--- src/rtl/led_rate_meter.sv ---
// Period / high-time meter for a slow toggling input, measured in clk cycles, with stall detection.
// Optional LED_RATE_METER_AVG_EN adds period_avg, the mean of the last four valid periods.
module led_rate_meter #(
  parameter int CNT_W   = 16,
  parameter int TIMEOUT = 1000
) (
  input  logic             clk,
  input  logic             rst,
  input  logic             en,
  input  logic             sig_in,
  output logic [CNT_W-1:0] period,
  output logic [CNT_W-1:0] high_time,
  output logic             period_valid,
  output logic             stalled
`ifdef LED_RATE_METER_AVG_EN
  ,
  output logic [CNT_W-1:0] period_avg
`endif
);

  localparam logic [CNT_W-1:0] TIMEOUT_C = CNT_W'(TIMEOUT);
  localparam logic [CNT_W-1:0] ONE_C     = CNT_W'(1);

  typedef enum logic {IDLE, MEASURE} state_t;

  state_t           state;
  logic [CNT_W-1:0] cnt;
  logic [CNT_W-1:0] hi_lat;
  logic             s1, s2, prev;
  logic             rise, fall;
  logic             take_sample, stall_evt;

  // prev keeps tracking s2 even while disabled, so re-enabling never fakes an edge
  always_ff @(posedge clk or negedge rst) begin
    if (!rst) begin
      s1   <= 1'b0;
      s2   <= 1'b0;
      prev <= 1'b0;
    end else begin
      s1   <= sig_in;
      s2   <= s1;
      prev <= s2;
    end
  end

  assign rise        = s2 & ~prev;
  assign fall        = ~s2 & prev;
  assign take_sample = en && (state == MEASURE) && rise;
  assign stall_evt   = en && (state == MEASURE) && !rise && (cnt == TIMEOUT_C);

  always_ff @(posedge clk or negedge rst) begin
    if (!rst) begin
      state        <= IDLE;
      cnt          <= '0;
      hi_lat       <= '0;
      period       <= '0;
      high_time    <= '0;
      period_valid <= 1'b0;
      stalled      <= 1'b0;
    end else begin
      period_valid <= 1'b0;
      if (!en) begin
        state   <= IDLE;
        cnt     <= '0;
        hi_lat  <= '0;
        stalled <= 1'b0;
      end else begin
        case (state)
          IDLE: begin
            cnt    <= '0;
            hi_lat <= '0;
            if (rise) begin
              state   <= MEASURE;
              cnt     <= ONE_C;
              stalled <= 1'b0;
            end
          end
          MEASURE: begin
            if (take_sample) begin
              // a rise coinciding with cnt==TIMEOUT is still a valid measurement
              period       <= cnt;
              high_time    <= hi_lat;
              period_valid <= 1'b1;
              cnt          <= ONE_C;
              hi_lat       <= '0;
            end else if (stall_evt) begin
              state   <= IDLE;
              cnt     <= '0;
              hi_lat  <= '0;
              stalled <= 1'b1;
            end else begin
              cnt <= cnt + ONE_C;
              if (fall) begin
                hi_lat <= cnt;
              end
            end
          end
          default: state <= IDLE;
        endcase
      end
    end
  end

`ifdef LED_RATE_METER_AVG_EN
  logic [CNT_W-1:0] hist [3];
  logic [CNT_W+1:0] avg_sum;

  // newest sample is the period being reported this cycle; the oldest falls out
  assign avg_sum = (CNT_W+2)'(cnt) + (CNT_W+2)'(hist[0]) +
                   (CNT_W+2)'(hist[1]) + (CNT_W+2)'(hist[2]);

  always_ff @(posedge clk or negedge rst) begin
    if (!rst) begin
      for (int i = 0; i < 3; i++) begin
        hist[i] <= '0;
      end
      period_avg <= '0;
    end else if (!en || stall_evt) begin
      for (int i = 0; i < 3; i++) begin
        hist[i] <= '0;
      end
    end else if (take_sample) begin
      hist[0]    <= cnt;
      hist[1]    <= hist[0];
      hist[2]    <= hist[1];
      period_avg <= avg_sum[CNT_W+1:2];
    end
  end
`endif

endmodule

--- config.mk ---
export PLATFORM = sky130hd
export DESIGN_NAME = led_rate_meter
export DESIGN_NICKNAME = d
export VERILOG_FILES = /design/src/rtl/led_rate_meter.sv
export SDC_FILE = /design/constraint.sdc
export NUM_CORES = 1
export LEC_CHECK = 0
export ABC_CLOCK_PERIOD_IN_PS = 1600
export CORE_ASPECT_RATIO = 0.8
export CORE_UTILIZATION = 51
export CTS_BUF_LIST = sky130_fd_sc_hd__clkbuf_2 sky130_fd_sc_hd__clkbuf_4 sky130_fd_sc_hd__clkbuf_8
export CTS_CLUSTER_DIAMETER = 120
export DETAILED_ROUTE_END_ITERATION = 8
export PLACE_DENSITY = 0.88
export SKIP_LAST_GASP = 1
export SYNTH_ARGS = -nofsm -noshare
export SYNTH_HDL_FRONTEND = slang
export SYNTH_SLANG_ARGS = --single-unit
--- constraint.sdc ---
create_clock -name clk -period 1.6 [get_ports clk]
set_input_delay 0.16 -clock clk [delete_from_list [all_inputs] [get_ports clk]]
set_output_delay 0.16 -clock clk [all_outputs]
set_load 0.005 [all_outputs]
==> flow_summary.yaml, run 1 <==
detailed_routing:
  drt.antenna.violating_nets: 0
  firstDrtPassIters: 4
  routed_wl_um: 5820
  route.vias.total: 2036
  avgViaCountPerCell: 5.21
  drt-initial-drc-count: 108
  wl_per_cell_um: 14.9
  drcViolationCount: 0
worst_setup_path:
  reg2reg_setup_slack_ns: 0.04
  setup.worst_path.class: "flop to flop"
  worst_setup_path_startpoint: "cnt[0]"
  start_kind: "flop"
  timing.reg2reg.worst_path_depth: 8
  path_cells: "inv_1 > ha_1 > and3b_1 > nand4_1 > nand4_1 > buf_4 > buf_12 > a21oi_1"
  cp_slowest_cell: "sky130_fd_sc_hd__dfrtp_1"
  setup.worst_path.end: "hi_lat[13]"
  arrival_ns: 1.83
  worst_path_largest_cell_delay_ns: 0.39
  worst_setup_path_end_kind: "flop"
  worstReg2RegEnd: "hi_lat[13]"
  timing.rr.start: "cnt[0]"
  cp_max_fo: 11
  cpMostUsedCell: "sky130_fd_sc_hd__nand4_1"
  cp.required_ns: 1.87
power:
  total_leakage_power_nw: 1.72
  total_switching_power_uw: 719
  switching_share: 0.204
  p_int_mw: 2.81
  totalPowerFinal_mw: 3.53
  p_seq_frac: 0.508
  p_clk_frac: 0.452
  combinational_fraction_of_design_power: 0.040
  power_per_cell_area_nw_per_um2: 929
  max-vdd-ir-drop_mv: 0.836
worst_hold_path:
  worstHoldPathType: "input pin to flop"
logic_synthesis:
  synth.largest_area_cell: "sky130_fd_sc_hd__dfrtp_1"
  primary_flip_flop_cell_chosen_by_synthesis_mapping: "sky130_fd_sc_hd__dfrtp_1"
  synthesis.yosys.warnings: 0
  synth_cells: 245
  synth_edf_count: 0
  synth_area_leaders: "sky130_fd_sc_hd__dfrtp_1 61%, sky130_fd_sc_hd__mux2_2 11%, sky130_fd_sc_hd__nand2_1 4.8%, sky130_fd_sc_hd__a21oi_1 3.1%, sky130_fd_sc_hd__nor2_1 2.4%"
  yosys_register_bits: 70
  yosysUniqueCellTypes: 30
  synth_most_common_cell: "sky130_fd_sc_hd__dfrtp_1"
  synth_sequential_area_ratio: 0.611
  post-synth-top-area-fraction: 0.611
  synth.net_count: 251
  synth.top_cells.by_count: "70 x sky130_fd_sc_hd__dfrtp_1, 37 x sky130_fd_sc_hd__nand2_1, 27 x sky130_fd_sc_hd__mux2_2"
  mappedNetlistArea_sq_um: 2870
  async_reset_ff_frac: 1.00
  synthesis.area_per_instance_sq_um: 11.7
global_route:
  groute.layer.met3.usage: 0.101
  globalRoute.busiestLayer: "met2"
  grt_overflow: 0
  globalRouteTotalUtil: 0.218
  use_met1: 0.291
  grt_antenna_before_repair: 0
  number_of_global_route_vias_before_repair: 1928
  grt_max_degree: 56
  grt_pass1_wl_um: 9450
  groute.layer.met2.usage: 0.310
layout:
  finish.net_count: 315
  final_core_utilization: 0.699
  syn2layout_area_growth_pct: 32.6
  proportion_of_layout_cells_with_a_drive_suffix_above_1: 0.256
  diodes: 0
  area_used_by_multi_input_combinational_logic_sq_um: 1040
  sequential_cell_area_sq_um: 1750
  fill_cells: 411
timing:
  smallest_hold_slack_ns: 0.244
  fin_crit_sh: 0.977
  clock_skew_ns: 0.00464
  setup_violations: 0
  final_max_slew_viol_count: 0
  post-route-min-period_ns: 1.56
  worst-slew-pin-transition_ns: 0.583
  timing.final.hold_violations: 0
  slew_headroom: 0.612
  max_clock_freq_mhz: 640
die:
  top_level_ports: 38
  placementRows: 24
  core_area_sq_um: 5440
  total_die_area_sq_um: 5930
  die_x_um: 85.8
  die_h_um: 69.1
  initial_core_util: 0.527
clock_network:
  worstSkewPairLatency_ns: 0.35
  clock_sink_count: 70
  ctsRootBufferMaster: "sky130_fd_sc_hd__clkbuf_8"
  clock_tree.htree_level_count: 3
  cts_inserted_buffers: 9
  cts_max_path_buffers: 2
  cts_tree: "built"
  clk_transition_reported_paths_ns: 0.07
placed_design:
  hpwl_um: 3980
  gp_congestion: 0.875
  placement.io_buffers: 37
job:
  timing.max_cap.violations: 0
outcome:
  run_status: "complete, no violations"
-- layout make-up --
class | count | share of cell area
Clock buffer | 12 | 0.0418
Multi-Input combinational cell | 156 | 0.275
Inverter | 6 | 0.00592
Timing Repair Buffer | 66 | 0.173
Tap cell | 78 | 0.0257
Clock inverter | 3 | 0.0178
Sequential cell | 70 | 0.461
-- flip-flops by register name (all words and copies together), names as in the netlist --
name	cells
prev	1
period_valid	1
high_time	16
cnt	16
period	16
state	1
s1	1
s2	1
stalled	1
hi_lat	16
-- cell families (layout without fill, tap and decap cells) --
logic type	count (synthesis)	after routing	synth area share
adder cells (fa/ha/maj)	2	2	0.00873
XOR/XNOR	13	13	0.0397
multiplexers	30	30	0.118
flip-flops	70	70	0.611
AO/OA/AOI/OAI	24	24	0.0441
AND/OR/NAND/NOR	87	87	0.151
buffers and inverters	19	87	0.0275
-- how the worst min path moves through the flow --
| stage | slack [ns] | start | endpoint | depth (start not counted) |
|---|---|---|---|---|
| 6_report | 0.24 | sig_in | s1 | 1 |
| 5_1_grt | 0.22 | sig_in | s1 | 1 |
| 4_1_cts | 0.23 | sig_in | s1 | 1 |
| 3_5_place_dp | 0.09 | rst | period[6] | 1 |
| 3_3_place_gp | 0.09 | rst | period[6] | 1 |
| 2_1_floorplan | -0.14 | rst | cnt[0] | 0 |
-- through the flow --
step / instances / cell area (sq um) / TNS, ns / setup slack, ns
after global routing: 391 / 3800 / -1.20 / -0.0589
after global placement: 370 / 3500 / -0.0973 / -0.0127
final: 391 / 3800 / 0 / 0.0372
after floorplan: 245 / 2870 / 0 / 0.0526
after CTS: 388 / 3750 / 0 / 0.00227
after detailed placement: 370 / 3500 / -0.294 / -0.0422
-- cell usage in the layout (no fill, tap or decap), types with 3 or more instances in the layout --
cell type                         count
sky130_fd_sc_hd__dfrtp_1             69
sky130_fd_sc_hd__nand2_1             37
sky130_fd_sc_hd__clkdlybuf4s50_1     36
sky130_fd_sc_hd__mux2_2              27
sky130_fd_sc_hd__buf_4               22
sky130_fd_sc_hd__nor2_1              18
sky130_fd_sc_hd__a21oi_1             18
sky130_fd_sc_hd__clkbuf_8            11
sky130_fd_sc_hd__xor2_1               7
sky130_fd_sc_hd__nand3_1              7
sky130_fd_sc_hd__inv_1                6
sky130_fd_sc_hd__nand4_1              6
sky130_fd_sc_hd__xnor2_1              6
sky130_fd_sc_hd__nor4_1               4
sky130_fd_sc_hd__o21ai_0              4
sky130_fd_sc_hd__buf_12               4
sky130_fd_sc_hd__mux2_1               3
-- power by group through the flow --
stage | combinational, mW | sequential (mW) | clock (mW)
floorplan | 0.0438 | 1.83 | 0
global placement | 0.122 | 1.83 | 0
detailed placement | 0.126 | 1.83 | 0
CTS | 0.135 | 1.79 | 1.63
global route | 0.159 | 1.79 | 1.71
finish | 0.142 | 1.79 | 1.59
-- repair_timing --
action,CTS,global route
pin swaps,0,1
hold buffers,1,0
buffers inserted,2,2
hold endpoints to repair,15,0
endpoints found under the setup margin,31,30
resized for setup,1,3
cloned,0,1
-- per-layer routing --
layer	wire [um]	part of all wire
met5	0	0
met3	346	0.059
met1	2730	0.47
met4	70	0.012
met2	2670	0.46
-- critical path, delay by kind of cell (launching register included) --
kind                     cells  cell delay (ns)
buffers and inverters        3             0.40
adder cells (fa/ha/maj)      1             0.20
AO/OA/AOI/OAI                1             0.14
flip-flops                   1             0.39
AND/OR/NAND/NOR              3             0.36
Note: power is estimated with default switching activity, not from simulation.
==> inputs of run 2 (changes only) <==
--- a/config.mk
+++ b/config.mk
@@ -5,13 +5,15 @@
 export SDC_FILE = /design/constraint.sdc
 export NUM_CORES = 1
 export LEC_CHECK = 0
+export ABC_AREA = 1
 export ABC_CLOCK_PERIOD_IN_PS = 1600
 export CORE_ASPECT_RATIO = 0.8
+export CORE_MARGIN = 2
 export CORE_UTILIZATION = 51
 export CTS_BUF_LIST = sky130_fd_sc_hd__clkbuf_2 sky130_fd_sc_hd__clkbuf_4 sky130_fd_sc_hd__clkbuf_8
 export CTS_CLUSTER_DIAMETER = 120
 export DETAILED_ROUTE_END_ITERATION = 8
-export PLACE_DENSITY = 0.88
+export PLACE_DENSITY = 0.87
 export SKIP_LAST_GASP = 1
 export SYNTH_ARGS = -nofsm -noshare
 export SYNTH_HDL_FRONTEND = slang
==> flow_summary.yaml, run 2 <==
placed_design:
  place_area_sq_um: 3500
  placement.io_buffers: 37
  gp_congestion: 0.916
  hpwl_um: 4400
layout:
  most_common_cell_after_layout_fill_and_taps_aside: "sky130_fd_sc_hd__nand2_1"
  proportion_of_layout_cells_with_a_drive_suffix_above_1: 0.137
  stdcell_area_sq_um: 3780
  finish.net_count: 388
  layout.cells.most_common_list: "116 x sky130_fd_sc_hd__nand2_1, 69 x sky130_fd_sc_hd__dfrtp_1, 36 x sky130_fd_sc_hd__clkdlybuf4s50_1, 24 x sky130_fd_sc_hd__nand3_1, 24 x sky130_fd_sc_hd__nor2_1"
  diodes: 0
  syn2layout_area_growth_pct: 25.1
  fill_cells: 482
clock_network:
  cts_tree: "built"
  worstSkewPairLatency_ns: 0.34
  ctsRootBufferMaster: "sky130_fd_sc_hd__clkbuf_8"
  cts_inserted_buffers: 9
  clock_tree.htree_level_count: 3
  cts_max_path_buffers: 2
  clock_sink_count: 70
  clk_transition_reported_paths_ns: 0.07
outcome:
  run_status: "complete, no violations"
logic_synthesis:
  synth_sequential_area_ratio: 0.580
  post-synth-top-area-fraction: 0.580
  async_reset_ff_frac: 1.00
  primary_flip_flop_cell_chosen_by_synthesis_mapping: "sky130_fd_sc_hd__dfrtp_1"
  synth.largest_area_cell: "sky130_fd_sc_hd__dfrtp_1"
  synthesis.yosys.warnings: 0
  synthesis.area_per_instance_sq_um: 9.07
  synth_cells: 333
  synth.top_cells.by_count: "116 x sky130_fd_sc_hd__nand2_1, 70 x sky130_fd_sc_hd__dfrtp_1, 25 x sky130_fd_sc_hd__nor2_1"
  synth.net_count: 339
  synth_most_common_cell: "sky130_fd_sc_hd__nand2_1"
  yosysUniqueCellTypes: 25
  mappedNetlistArea_sq_um: 3020
  synth_area_leaders: "sky130_fd_sc_hd__dfrtp_1 58%, sky130_fd_sc_hd__nand2_1 14%, sky130_fd_sc_hd__nand3_1 4.0%, sky130_fd_sc_hd__nor2_1 3.1%, sky130_fd_sc_hd__a21oi_1 2.8%"
  synth_edf_count: 0
  yosys_register_bits: 70
detailed_routing:
  routed_wl_um: 6280
  wl_per_cell_um: 13.4
  drcViolationCount: 0
  firstDrtPassIters: 4
  drt-initial-drc-count: 207
  route.vias.total: 2343
  drt.antenna.violating_nets: 0
  avgViaCountPerCell: 5.01
worst_setup_path:
  cp_slowest_cell: "sky130_fd_sc_hd__dfrtp_1"
  timing.rr.start: "cnt[6]"
  cpMostUsedCell: "sky130_fd_sc_hd__nand2_1"
  timing.reg2reg.worst_path_depth: 8
  cp.required_ns: 1.84
  cp_max_fo: 12
  worstReg2RegEnd: "cnt[13]"
  worst_path_largest_cell_delay_ns: 0.47
  path_cells: "nand2_1 > inv_1 > nand2_1 > nor2_2 > nand2_1 > nand3_2 > buf_6 > nor3_1"
  worst_setup_path_end_kind: "flop"
  cp_num_buf_inv: 2
  reg2reg_setup_slack_ns: 0.12
  crit_family: "simple AND/OR/NAND/NOR gates"
  setup.worst_path.class: "flop to flop"
  start_kind: "flop"
  arrival_ns: 1.73
global_route:
  groute.layer.met3.usage: 0.0610
  grt_overflow: 0
  grt_pass1_wl_um: 10600
  groute.layer.met2.usage: 0.343
  grt_max_degree: 57
  globalRoute.busiestLayer: "met2"
  number_of_global_route_vias_before_repair: 2264
  grt_antenna_before_repair: 0
  globalRouteTotalUtil: 0.209
  use_met1: 0.263
worst_hold_path:
  hold_path_startpoint: "sig_in"
  min_delay_path_depth: 1
  hold_end: "s1"
  worstHoldPathType: "input pin to flop"
timing:
  max_clock_freq_mhz: 674
  timing.final.hold_violations: 0
  worst-slew-pin-transition_ns: 0.481
  setup_violations: 0
  smallest_hold_slack_ns: 0.251
  rsz0062_at_grt: "false"
  fin_crit_sh: 0.928
  final_max_slew_viol_count: 0
  totalNegativeSetupSlack_ns: 0
  clock_skew_ns: 0.00866
  slew_headroom: 0.678
  post-route-min-period_ns: 1.48
die:
  die_x_um: 90.0
  die_h_um: 72.8
  placementRows: 25
  total_die_area_sq_um: 6560
  core_area_sq_um: 5820
  initial_core_util: 0.519
  top_level_ports: 38
power:
  total_leakage_power_nw: 1.70
  power_per_cell_area_nw_per_um2: 965
  max-vdd-ir-drop_mv: 0.577
job:
  timing.max_cap.violations: 0
run 2: changes by cell type after synthesis, sizes merged, moves of 6 or more:
cell / change
nand2: +78
mux2: -30
nor2: +14
o21ai: +14
nor3: +6
nand3: +18
xnor2: -6
inv: +16
run 2: logic make-up after synthesis:
group / after synthesis / synth area share
AO/OA/AOI/OAI: 35 / 0.0642
AND/OR/NAND/NOR: 185 / 0.269
flip-flops: 70 / 0.580
adder cells (fa/ha/maj): 2 / 0.00829
XOR/XNOR: 6 / 0.0174
buffers and inverters: 35 / 0.0605
run 2: worst reg2reg max path, cell delays in order, from the launching register on:
cell and delay [ns]:
sky130_fd_sc_hd__dfrtp_1 0.47, sky130_fd_sc_hd__nand2_1 0.16, sky130_fd_sc_hd__inv_1 0.08, sky130_fd_sc_hd__nand2_1 0.09, sky130_fd_sc_hd__nor2_2 0.05, sky130_fd_sc_hd__nand2_1 0.07
sky130_fd_sc_hd__nand3_2 0.11, sky130_fd_sc_hd__buf_6 0.18, sky130_fd_sc_hd__nor3_1 0.18
run 2: worst max path at each step:
stage,from,endpoint,slack [ns],cells past startpoint
6_report,cnt[6],cnt[13],0.12,8
5_1_grt,cnt[1],cnt[14],0.01,9
4_1_cts,cnt[0],cnt[13],0.04,8
3_5_place_dp,en,period[3],0.03,6
3_3_place_gp,cnt[0],cnt[13],0.11,8
2_1_floorplan,prev,period[14],0.28,9
run 2: metrics by stage:
stage | util | total power, mW | worst slack, ns | instances
after global routing | 0.649 | 3.77 | 0.0134 | 468
final | 0.649 | 3.64 | 0.116 | 468
after global placement | 0.602 | 1.97 | 0.105 | 450
after CTS | 0.645 | 3.68 | 0.0380 | 467
after detailed placement | 0.602 | 1.97 | 0.0265 | 450
after floorplan | - | 1.90 | 0.280 | 333
run 2: power breakdown:
| part | switching [mW] | internal [mW] |
|---|---|---|
| logic | 0.0990 | 0.0500 |
| clock network | 0.617 | 1.09 |
| registers | 0.00983 | 1.78 |
| total | 0.726 | 2.92 |
run 2: timing repair:
action,4_1_cts,5_1_grt
hold buffers,1,0
endpoints found under the hold margin,14,0
endpoints found under the setup margin,0,27
resized for setup,0,6
buffers inserted,0,1
run 2: cell type report:
type	instances	area, sq um	share of cell area
Clock inverter	4	95.1	0.0252
Tap cell	81	101	0.0268
Clock buffer	12	146	0.0388
Multi-Input combinational cell	228	1090	0.289
Sequential cell	70	1750	0.464
Inverter	22	82.6	0.0219
Timing Repair Buffer	51	505	0.134
run 2: routing by layer:
layer  vias to the layer above  routed length (um)  share of wire
met5                         -                   0              0
li1                       1154                   -              -
met1                      1107                2820           0.45
met4                         0                  82          0.013
met2                        72                3030           0.48
met3                        10                 350          0.056
==> inputs of run 3 (changes only) <==
--- a/config.mk
+++ b/config.mk
@@ -8,11 +8,12 @@
 export ABC_AREA = 1
 export ABC_CLOCK_PERIOD_IN_PS = 1600
 export CORE_ASPECT_RATIO = 0.8
-export CORE_MARGIN = 2
 export CORE_UTILIZATION = 51
 export CTS_BUF_LIST = sky130_fd_sc_hd__clkbuf_2 sky130_fd_sc_hd__clkbuf_4 sky130_fd_sc_hd__clkbuf_8
 export CTS_CLUSTER_DIAMETER = 120
+export CTS_CLUSTER_SIZE = 12
 export DETAILED_ROUTE_END_ITERATION = 8
+export GPL_TIMING_DRIVEN = 0
 export PLACE_DENSITY = 0.87
 export SKIP_LAST_GASP = 1
 export SYNTH_ARGS = -nofsm -noshare
==> flow_summary.yaml, run 3 (same netlist as run 2, synthesis figures left out) <==
worst_setup_path:
  reg2reg_setup_slack_ns: 0.09
  cp.required_ns: 1.84
  timing.reg2reg.worst_path_depth: 9
  cp_num_buf_inv: 5
  cpMostUsedCell: "sky130_fd_sc_hd__buf_6"
  worstReg2RegEnd: "period[7]"
  setup.worst_path.class: "flop to flop"
  worst_setup_path_end_kind: "flop"
  arrival_ns: 1.74
  path_cells: "buf_6 > nor2_8 > inv_2 > nor2_8 > inv_2 > buf_6 > buf_6 > nand2_1 > o21ai_1"
  cp_slowest_cell: "sky130_fd_sc_hd__dfrtp_1"
  cp_max_fo: 10
  crit_family: "buffers and inverters"
  worst_path_largest_cell_delay_ns: 0.38
  start_kind: "flop"
  timing.rr.start: "prev"
layout:
  diodes: 0
  sequential_cell_area_sq_um: 1750
  most_common_cell_after_layout_fill_and_taps_aside: "sky130_fd_sc_hd__nand2_1"
  syn2layout_area_growth_pct: 23.8
  proportion_of_layout_cells_with_a_drive_suffix_above_1: 0.131
  area_used_by_multi_input_combinational_logic_sq_um: 1090
  stdcell_area_sq_um: 3740
  finish.net_count: 390
  fill_cells: 465
  layout.cells.most_common_list: "116 x sky130_fd_sc_hd__nand2_1, 69 x sky130_fd_sc_hd__dfrtp_1, 36 x sky130_fd_sc_hd__clkdlybuf4s50_1, 25 x sky130_fd_sc_hd__nor2_1, 24 x sky130_fd_sc_hd__nand3_1"
  final_core_utilization: 0.669
timing:
  post-route-min-period_ns: 1.51
  rsz0062_at_grt: "true"
  fin_crit_sh: 0.943
  clock_skew_ns: 0.00629
  final_critical_path_setup_slack_ns: 0.0912
  final_max_slew_viol_count: 0
  worst-slew-pin-transition_ns: 0.851
  slew_headroom: 0.433
  smallest_hold_slack_ns: 0.242
  setup_violations: 0
  max_clock_freq_mhz: 663
  timing.final.hold_violations: 0
worst_hold_path:
  worstHoldPathType: "input pin to flop"
  hold_end: "s1"
  hold_path_startpoint: "sig_in"
  min_delay_path_depth: 1
clock_network:
  cts_tree: "built"
  ctsRootBufferMaster: "sky130_fd_sc_hd__clkbuf_8"
  worstSkewPairLatency_ns: 0.35
  clock_tree.htree_level_count: 3
  clock_sink_count: 70
  clk_transition_reported_paths_ns: 0.07
  cts_inserted_buffers: 9
  cts_max_path_buffers: 2
die:
  die_h_um: 70.8
  top_level_ports: 38
  initial_core_util: 0.541
  core_area_sq_um: 5590
  total_die_area_sq_um: 6230
  die_x_um: 88.0
  placementRows: 24
global_route:
  grt_antenna_before_repair: 0
  number_of_global_route_vias_before_repair: 2211
  globalRouteTotalUtil: 0.222
  grt_pass1_wl_um: 10200
  grt_overflow: 0
  grt_max_degree: 71
power:
  total_leakage_power_nw: 1.67
  max-vdd-ir-drop_mv: 0.625
  power_per_cell_area_nw_per_um2: 935
job:
  timing.max_cap.violations: 0
detailed_routing:
  avgViaCountPerCell: 5.02
  routed_wl_um: 6070
  drt-initial-drc-count: 171
  wl_per_cell_um: 13.0
  drcViolationCount: 0
  drt.antenna.violating_nets: 0
  firstDrtPassIters: 4
  route.vias.total: 2344
placed_design:
  place_area_sq_um: 3480
  hpwl_um: 4200
  placement.io_buffers: 37
  dpl_worst_slack_ns: -0.0984
  gp_congestion: 0.914
outcome:
  run_status: "complete, no violations"
==> run 3: cell type report <==
| cell class | instances | area share |
|---|---|---|
| multi-input cells | 228 | 0.292 |
| plain buffers | 13 | 0.0268 |
| inverters | 22 | 0.0221 |
| well taps | 78 | 0.0261 |
| flip-flops and latches | 70 | 0.469 |
| clock buffers | 9 | 0.0331 |
| clock inverters | 7 | 0.0261 |
| repair buffers | 40 | 0.105 |
==> run 3: what timing repair did <==
action / in CTS / in global routing
setup buffers: 0 / 2
hold buffers: 1 / 0
setup endpoints to repair: 0 / 31
hold endpoints to repair: 70 / 0
resized for setup: 0 / 3
==> run 3: worst reg2reg max path, cell delays in order, from the launching register on <==
cell                      delay, ns
sky130_fd_sc_hd__dfrtp_1       0.38
sky130_fd_sc_hd__buf_6         0.14
sky130_fd_sc_hd__nor2_8        0.12
sky130_fd_sc_hd__inv_2         0.08
sky130_fd_sc_hd__nor2_8        0.19
sky130_fd_sc_hd__inv_2         0.07
sky130_fd_sc_hd__buf_6         0.15
sky130_fd_sc_hd__buf_6         0.15
sky130_fd_sc_hd__nand2_1       0.06
sky130_fd_sc_hd__o21ai_1       0.06
==> run 3: worst max path at each step <==
stage | cells past startpoint | to | from | slack (ns)
finish | 9 | period[7] | prev | 0.09
global route | 8 | cnt[13] | cnt[6] | -0.03
CTS | 9 | period[7] | prev | 0.08
detailed placement | 8 | period[7] | en | -0.1
global placement | 1 | state | rst | -1.83
floorplan | 9 | period[14] | prev | 0.28
==> run 3: through the flow <==
| stage | total power [mW] | TNS, ns | cells |
|---|---|---|---|
| 2_1_floorplan | 1.90 | 0 | 333 |
| 3_3_place_gp | 1.97 | -128.73 | 448 |
| 3_5_place_dp | 1.97 | -1.85 | 448 |
| 4_1_cts | 3.54 | 0 | 465 |
| 5_1_grt | 3.61 | -0.0907 | 467 |
| 6_report | 3.50 | 0 | 467 |
==> run 3: per-layer routing <==
metal | global-route usage | share of wire | vias to the layer above
met1 | 0.296 | 0.45 | 1097
met2 | 0.337 | 0.47 | 73
li1 | - | - | 1161
met5 | 0 | 0 | -
met4 | 0.0824 | 0.020 | 0
met3 | 0.0782 | 0.062 | 13
==> run 3: power by group <==
group          switching [mW]  leakage [nW]  internal, mW
clock                   0.682         0.106         0.881
sequential            0.00788         0.967          1.78
combinational          0.0993         0.595        0.0443
total                   0.789          1.67          2.71
